<file path="config.mk">
export PLATFORM = sky130hd
export DESIGN_NAME = fetch_prefetch
export DESIGN_NICKNAME = d
export VERILOG_FILES = /design/src/rtl/fetch_pkg.sv /design/src/rtl/fetch_fifo.sv /design/src/rtl/fetch_prefetch.sv
export SDC_FILE = /design/constraint.sdc
export NUM_CORES = 1
export LEC_CHECK = 0
export CAP_MARGIN = 25
export CORE_MARGIN = 2
export CORE_UTILIZATION = 30
export DETAILED_ROUTE_END_ITERATION = 8
export PLACE_DENSITY = 0.56
export SETUP_SLACK_MARGIN = 0.05
export SLEW_MARGIN = 20
export SYNTH_ARGS = -nofsm -noshare
export SYNTH_HDL_FRONTEND = slang
export SYNTH_SLANG_ARGS = --single-unit
</file>
<file path="constraint.sdc">
create_clock -name clk -period 11.15 [get_ports clk]
set_clock_uncertainty 0.1 [all_clocks]
set_input_delay 2.23 -clock clk [delete_from_list [all_inputs] [get_ports clk]]
set_output_delay 2.23 -clock clk [all_outputs]
set_load 0.02 [all_outputs]
</file>
<file path="src/rtl/fetch_pkg.sv">
// Shared types and helpers for the fetch/prefetch unit.
// Latency: n/a (types, constants and a pure function only).
// Backpressure: n/a.
package fetch_pkg;

  localparam int FETCH_XLEN  = 32;
  localparam int FETCH_TAG_W = 4;
  localparam int PC_STEP     = 4;

  // Queue entry layout for the default configuration (XLEN=32, TAG_W=4).
  // The top re-declares the same layout with its own parameter widths.
  typedef struct packed {
    logic [FETCH_XLEN-1:0]  instr;
    logic [FETCH_XLEN-1:0]  pc;
    logic [FETCH_TAG_W-1:0] tag;
  } fetch_entry_t;

  // Word-align a target address. 64 bits wide so any XLEN up to 64 can use it.
  function automatic logic [63:0] align_pc(input logic [63:0] pc);
    return pc & ~64'd3;
  endfunction

endpackage

</file>
<file path="src/rtl/fetch_fifo.sv">
// Circular-buffer FIFO with wrap-bit pointers, synchronous flush and reset.
// Latency: a push is visible at head the cycle after it is written.
// Backpressure: push is ignored when full unless a pop happens in the same cycle.
// Ports: clk, reset (sync, active-high), flush (sync, beats push/pop), push/push_data,
//        pop, head, count, full, empty.
module fetch_fifo #(
  parameter int  DEPTH = 4,
  parameter type T     = logic [7:0]
) (
  input  logic                     clk,
  input  logic                     reset,
  input  logic                     flush,
  input  logic                     push,
  input  T                         push_data,
  input  logic                     pop,
  output T                         head,
  output logic [$clog2(DEPTH):0]   count,
  output logic                     full,
  output logic                     empty
);

  localparam int AW = $clog2(DEPTH);
  localparam logic [AW:0] DEPTH_C = DEPTH[AW:0];

  T            mem_q [DEPTH];
  logic [AW:0] wr_q;
  logic [AW:0] rd_q;
  logic        do_push;
  logic        do_pop;

  // Extra MSB on each pointer distinguishes full from empty.
  assign count = wr_q - rd_q;
  assign empty = (wr_q == rd_q);
  assign full  = (count == DEPTH_C);

  assign do_pop  = pop && !empty;
  assign do_push = push && (!full || do_pop);

  always_ff @(posedge clk) begin
    if (reset) begin
      wr_q <= '0;
      rd_q <= '0;
      // Clearing storage makes the head fields read as zero after reset.
      for (int i = 0; i < DEPTH; i++) begin
        mem_q[i] <= '0;
      end
    end else if (flush) begin
      // Discard everything; storage is left untouched so head holds a stale value.
      rd_q <= wr_q;
    end else begin
      if (do_push) begin
        mem_q[wr_q[AW-1:0]] <= push_data;
        wr_q                <= wr_q + 1'b1;
      end
      if (do_pop) begin
        rd_q <= rd_q + 1'b1;
      end
    end
  end

  assign head = mem_q[rd_q[AW-1:0]];

endmodule

</file>
<file path="src/rtl/fetch_prefetch.sv">
// PC generator plus DEPTH-entry prefetch queue between instruction memory and decode.
// Latency: out_valid 2 cycles after i_req into an empty queue; 1 instr/cycle sustained.
// Backpressure: out_ready low fills the queue; issue stops when queued+in-flight reach DEPTH.
// Ports: clk, reset (sync, active-high), redirect/redirect_pc (flush + new PC),
//        i_req/i_address/i_rdata (memory, 1-cycle read), out_valid/out_ready/out_instr/
//        out_pc/out_tag (decode handshake).
module fetch_prefetch
  import fetch_pkg::*;
#(
  parameter int              XLEN       = 32,
  parameter logic [XLEN-1:0] START_ADDR = '0,
  parameter int              DEPTH      = 4,
  parameter int              TAG_W      = 4
) (
  input  logic             clk,
  input  logic             reset,
  input  logic             redirect,
  input  logic [XLEN-1:0]  redirect_pc,
  output logic             i_req,
  output logic [XLEN-1:0]  i_address,
  input  logic [XLEN-1:0]  i_rdata,
  output logic             out_valid,
  input  logic             out_ready,
  output logic [XLEN-1:0]  out_instr,
  output logic [XLEN-1:0]  out_pc,
  output logic [TAG_W-1:0] out_tag
);

  localparam int CW = $clog2(DEPTH) + 1;
  localparam logic [CW:0] DEPTH_C = DEPTH[CW:0];

  typedef struct packed {
    logic [XLEN-1:0]  instr;
    logic [XLEN-1:0]  pc;
    logic [TAG_W-1:0] tag;
  } entry_t;

  logic [XLEN-1:0]  pc_q, pc_d;
  logic [TAG_W-1:0] tag_q, tag_d;
  logic             inflight_q;
  logic [XLEN-1:0]  req_pc_q;
  logic [TAG_W-1:0] req_tag_q;

  logic [CW-1:0]    fifo_count;
  logic             fifo_full;
  logic             fifo_empty;
  logic             fifo_push;
  logic             fifo_pop;
  entry_t           fifo_head;
  entry_t           push_entry;
  logic [CW:0]      credits_used;
  logic [XLEN-1:0]  target_pc;

  // Every in-flight request owns a queue slot, so a response can always be pushed.
  assign credits_used = {1'b0, fifo_count} + {{CW{1'b0}}, inflight_q};
  assign i_req        = !reset && !redirect && (credits_used < DEPTH_C);
  assign i_address    = pc_q;

  assign target_pc = XLEN'(align_pc(64'(redirect_pc)));

  always_comb begin
    pc_d  = pc_q;
    tag_d = tag_q;
    if (redirect) begin
      pc_d  = target_pc;
      tag_d = tag_q + 1'b1;
    end else if (i_req) begin
      pc_d = pc_q + XLEN'(PC_STEP);
    end
  end

  always_ff @(posedge clk) begin
    if (reset) begin
      pc_q       <= START_ADDR;
      tag_q      <= '0;
      inflight_q <= 1'b0;
      req_pc_q   <= '0;
      req_tag_q  <= '0;
    end else begin
      pc_q       <= pc_d;
      tag_q      <= tag_d;
      inflight_q <= i_req;
      req_pc_q   <= pc_q;
      req_tag_q  <= tag_q;
    end
  end

  // A response fetched under an older tag belongs to a redirected-away path.
  // A response arriving in a redirect cycle is also killed by the flush below.
  assign fifo_push = inflight_q && (req_tag_q == tag_q) && !redirect;
  assign fifo_pop  = out_valid && out_ready;

  always_comb begin
    push_entry       = '0;
    push_entry.instr = i_rdata;
    push_entry.pc    = req_pc_q;
    push_entry.tag   = req_tag_q;
  end

  fetch_fifo #(
    .DEPTH (DEPTH),
    .T     (entry_t)
  ) u_fifo (
    .clk       (clk),
    .reset     (reset),
    .flush     (redirect),
    .push      (fifo_push),
    .push_data (push_entry),
    .pop       (fifo_pop),
    .head      (fifo_head),
    .count     (fifo_count),
    .full      (fifo_full),
    .empty     (fifo_empty)
  );

  assign out_valid = !fifo_empty;
  assign out_instr = fifo_head.instr;
  assign out_pc    = fifo_head.pc;
  assign out_tag   = fifo_head.tag;

  // The credit check must make an unpaired push into a full queue impossible.
  a_no_overflow: assert property (@(posedge clk) disable iff (reset)
    !(fifo_push && fifo_full && !fifo_pop));

endmodule

</file>
==> out/summary.txt <==
Outcome: finished, final reports clean
GRT met3 Usage: 3.27%
Clock root buffer: clkbuf_16
Area Overhead vs Synth: 24.6%
First-pass GRT wire length: 55800 µm
HPWL Detailed: 20700 µm
Adder-cell area share of the yosys netlist: 0.655%
Synth Area in Compound Gates: 2.22%
Largest cells by area after synthesis: edfxtp_1, and2_1, dfxtp_1
Simple-gate share of the synthesized area: 17.0%
Leakage power: 6.43 nW
Synth Area in XOR/XNOR: 2.35%
Via count: 8374
Post-synth EDFFs: 264
CP Data Required Time: 8820 ps
Netlist Area Pre-Place: 14500 µm²
Max Clk Rate: 154 MHz
Setup crit start kind: input port
H-tree level count: 2
Final total power: 3.00 mW
# resized after CTS: 0
Mapped Cells: 994
CP Capture Type: primary output
Hold path start: tag_q[3]
Top FF cell, synth: edfxtp_1
Busiest grt layer: met2
Distinct cell type count after synthesis: 43
Worst-skew pair later-pin latency: 540 ps
Clk slew on worst S/H paths: 60 ps
Seq/Total Area, Yosys: 65.2%
# clock sinks: 341
RePlAce Congestion: 0.755
Hold WS: 406 ps
N_diodes: 0
Worst vdd ir: 0.0955 mV
Switching Share: 23.0%
Final Max Tran Viols: 0
Die extent in y: 224 µm
Routing usage on met1: 19.0%
R2R setup slack: 6880 ps
Vias in the first global route: 9033
Largest net degree at the start of global routing: 67
Worst Path Arrival: 4160 ps
CTS Buf Count: 40
Rel. slew slack: 42.1%
Synth Warn #: 0
Asr flop ratio synth: 0%
Final setup violation count: 0
IO buf count: 163
Final Critical Period: 6490 ps
TritonRoute pass-1 iters: 4
Fin crit share: 58.2%
Hold Fails Final Rpt: 0
RSZ-0062 raised after global routing: false
Die area: 50200 µm²
Hold Path Sink: req_tag_q[3]
# hold bufs at CTS: 0
Synthesized flop and latch total: 341
Largest area contributor in the netlist: edfxtp_1
Die Span X: 224 µm
CTS tree: built
DRC: 0
Setup bufs post-CTS: 0
Sequential fraction of design power: 48.5%
Area share of the leading cell type in the synthesized netlist: 54.6%
Main combinational cell family by area after synthesis: simple AND/OR/NAND/NOR gates
Core Box Area: 47700 µm²
Clock network power share: 42.3%
Mux share of post-synthesis cell area: 10.4%
Fraction of layout cells with a size suffix above 1: 13.2%
Psw: 0.689 mW
Gr usage total: 14.9%
CP max FO: 15
Initial antenna violation count: 0
Grt met2 use: 25.3%
Nets@finish: 1228
Antenna viol nets, final: 0
Row count: 80
Reg2reg end: u_fifo.mem_q[1][66]
Post-synth top cells: and2_1, edfxtp_1, dfxtp_1
Crit Path Class: input port to primary output
Avg Cell Area, Syn: 14.6 µm²
PD cells: 166 nW/µm²
Max-cap violations: 0
R2R cell count: 9
Pint: 2.31 mW
Avg WL per Cell: 20.5 µm
Initial Util: 30.4%
Vias/cell: 4.67
Gate power share: 9.2%
CTS Buffer Depth: 3
First DRT Iteration DRCs: 524
Total grt overflow: 0
Fin util: 37.9%
Setup_tns: 0 ps
Critical R2R Launch: u_fifo.wr_q[0]
Worst Tran Pin Value: 869 ps
Hold path depth: 1
Wirelength, routed: 36800 µm
Ports: 170
Min-Delay Path Class: flop to flop
[flip-flops by register name (all words and copies together) (netlist names), named ones only]
register	count
u_fifo.mem_q	264
i_address	30
req_pc_q	30
req_tag_q	4
tag_q	4
u_fifo.rd_q	3
u_fifo.wr_q	3
inflight_q	1
[critical path, stage by stage]
cell and delay (ps):
clkdlybuf4s50_1 790, nor4_1 460, clkdlybuf4s50_1 670
[layer usage]
| layer | vias up | part of all wire, % |
|---|---|---|
| met5 | - | 0 |
| met4 | 0 | 1.9 |
| met3 | 51 | 6.0 |
| met2 | 223 | 49 |
| met1 | 4188 | 43 |
| li1 | 3912 | - |
[layout make-up]
cell class,count,area (µm²)
multi-input cells,581,4780
clock inverters,18,168
clock buffers,50,1090
flip-flops and latches,341,9480
well taps,615,769
inverters,10,37.5
repair buffers,179,1760
fillers,4542,29700
[per-stage QoR]
step | worst slack [ps] | instances | cell area [µm²]
2_1_floorplan | 5480 | 997 | 14500
3_3_place_gp | 4590 | 1725 | 16800
3_5_place_dp | 4630 | 1726 | 16800
4_1_cts | 4610 | 1794 | 18100
5_1_grt | 4510 | 1794 | 18100
6_report | 4660 | 1794 | 18100
[cells by family (layout without fill, tap and decap cells)]
group,Yosys count,in the layout
compound gates,45,45
xor+xnor,37,37
fa+ha+maj,7,7
buf+inv,75,257
flops,341,341
mux,69,69
other cells,1,4
simple gates,419,419
[power by group through the flow]
stage / logic, mW / registers (mW) / clock network, mW
after floorplan: 0.145 / 1.47 / 0
after global placement: 0.283 / 1.48 / 0
after detailed placement: 0.285 / 1.48 / 0
after CTS: 0.286 / 1.45 / 1.31
after global routing: 0.298 / 1.46 / 1.35
final: 0.277 / 1.45 / 1.27
[cell usage in the layout, fill, tap and decap left out, drive strengths merged, types with 2 or more instances in the layout]
master | Yosys | layout
and2 | 264 | 264
edfxtp | 264 | 264
clkdlybuf4s50 | 0 | 162
dfxtp | 77 | 77
mux4 | 66 | 66
clkbuf | 50 | 50
nor2 | 44 | 44
nor2b | 31 | 31
xor2 | 29 | 29
a211oi | 24 | 24
nand2 | 19 | 19
nand4 | 18 | 18
buf | 15 | 17
nand3 | 14 | 14
clkinv | 1 | 13
inv | 9 | 9
and3 | 9 | 9
xnor2 | 7 | 7
a21oi | 7 | 7
ha | 6 | 6
nor3 | 5 | 5
conb | 1 | 4
or2 | 3 | 3
nor4 | 3 | 3
mux2i | 3 | 3
or3 | 3 | 3
a311oi | 3 | 3
o21ai | 3 | 3
clkinvlp | 0 | 3
bufinv | 0 | 3
a31oi | 2 | 2
and4 | 2 | 2
o21a | 2 | 2
nor3b | 2 | 2
[worst max-delay path by stage]
| stage | to | from | slack, ps | cells past startpoint |
|---|---|---|---|---|
| 2_1_floorplan | i_req | reset | 5480 | 3 |
| 3_3_place_gp | i_req | redirect | 4590 | 3 |
| 3_5_place_dp | i_req | redirect | 4630 | 3 |
| 4_1_cts | i_req | redirect | 4610 | 3 |
| 5_1_grt | i_req | redirect | 4510 | 3 |
| 6_report | i_req | redirect | 4660 | 3 |
(Power assumes the default switching activity.)
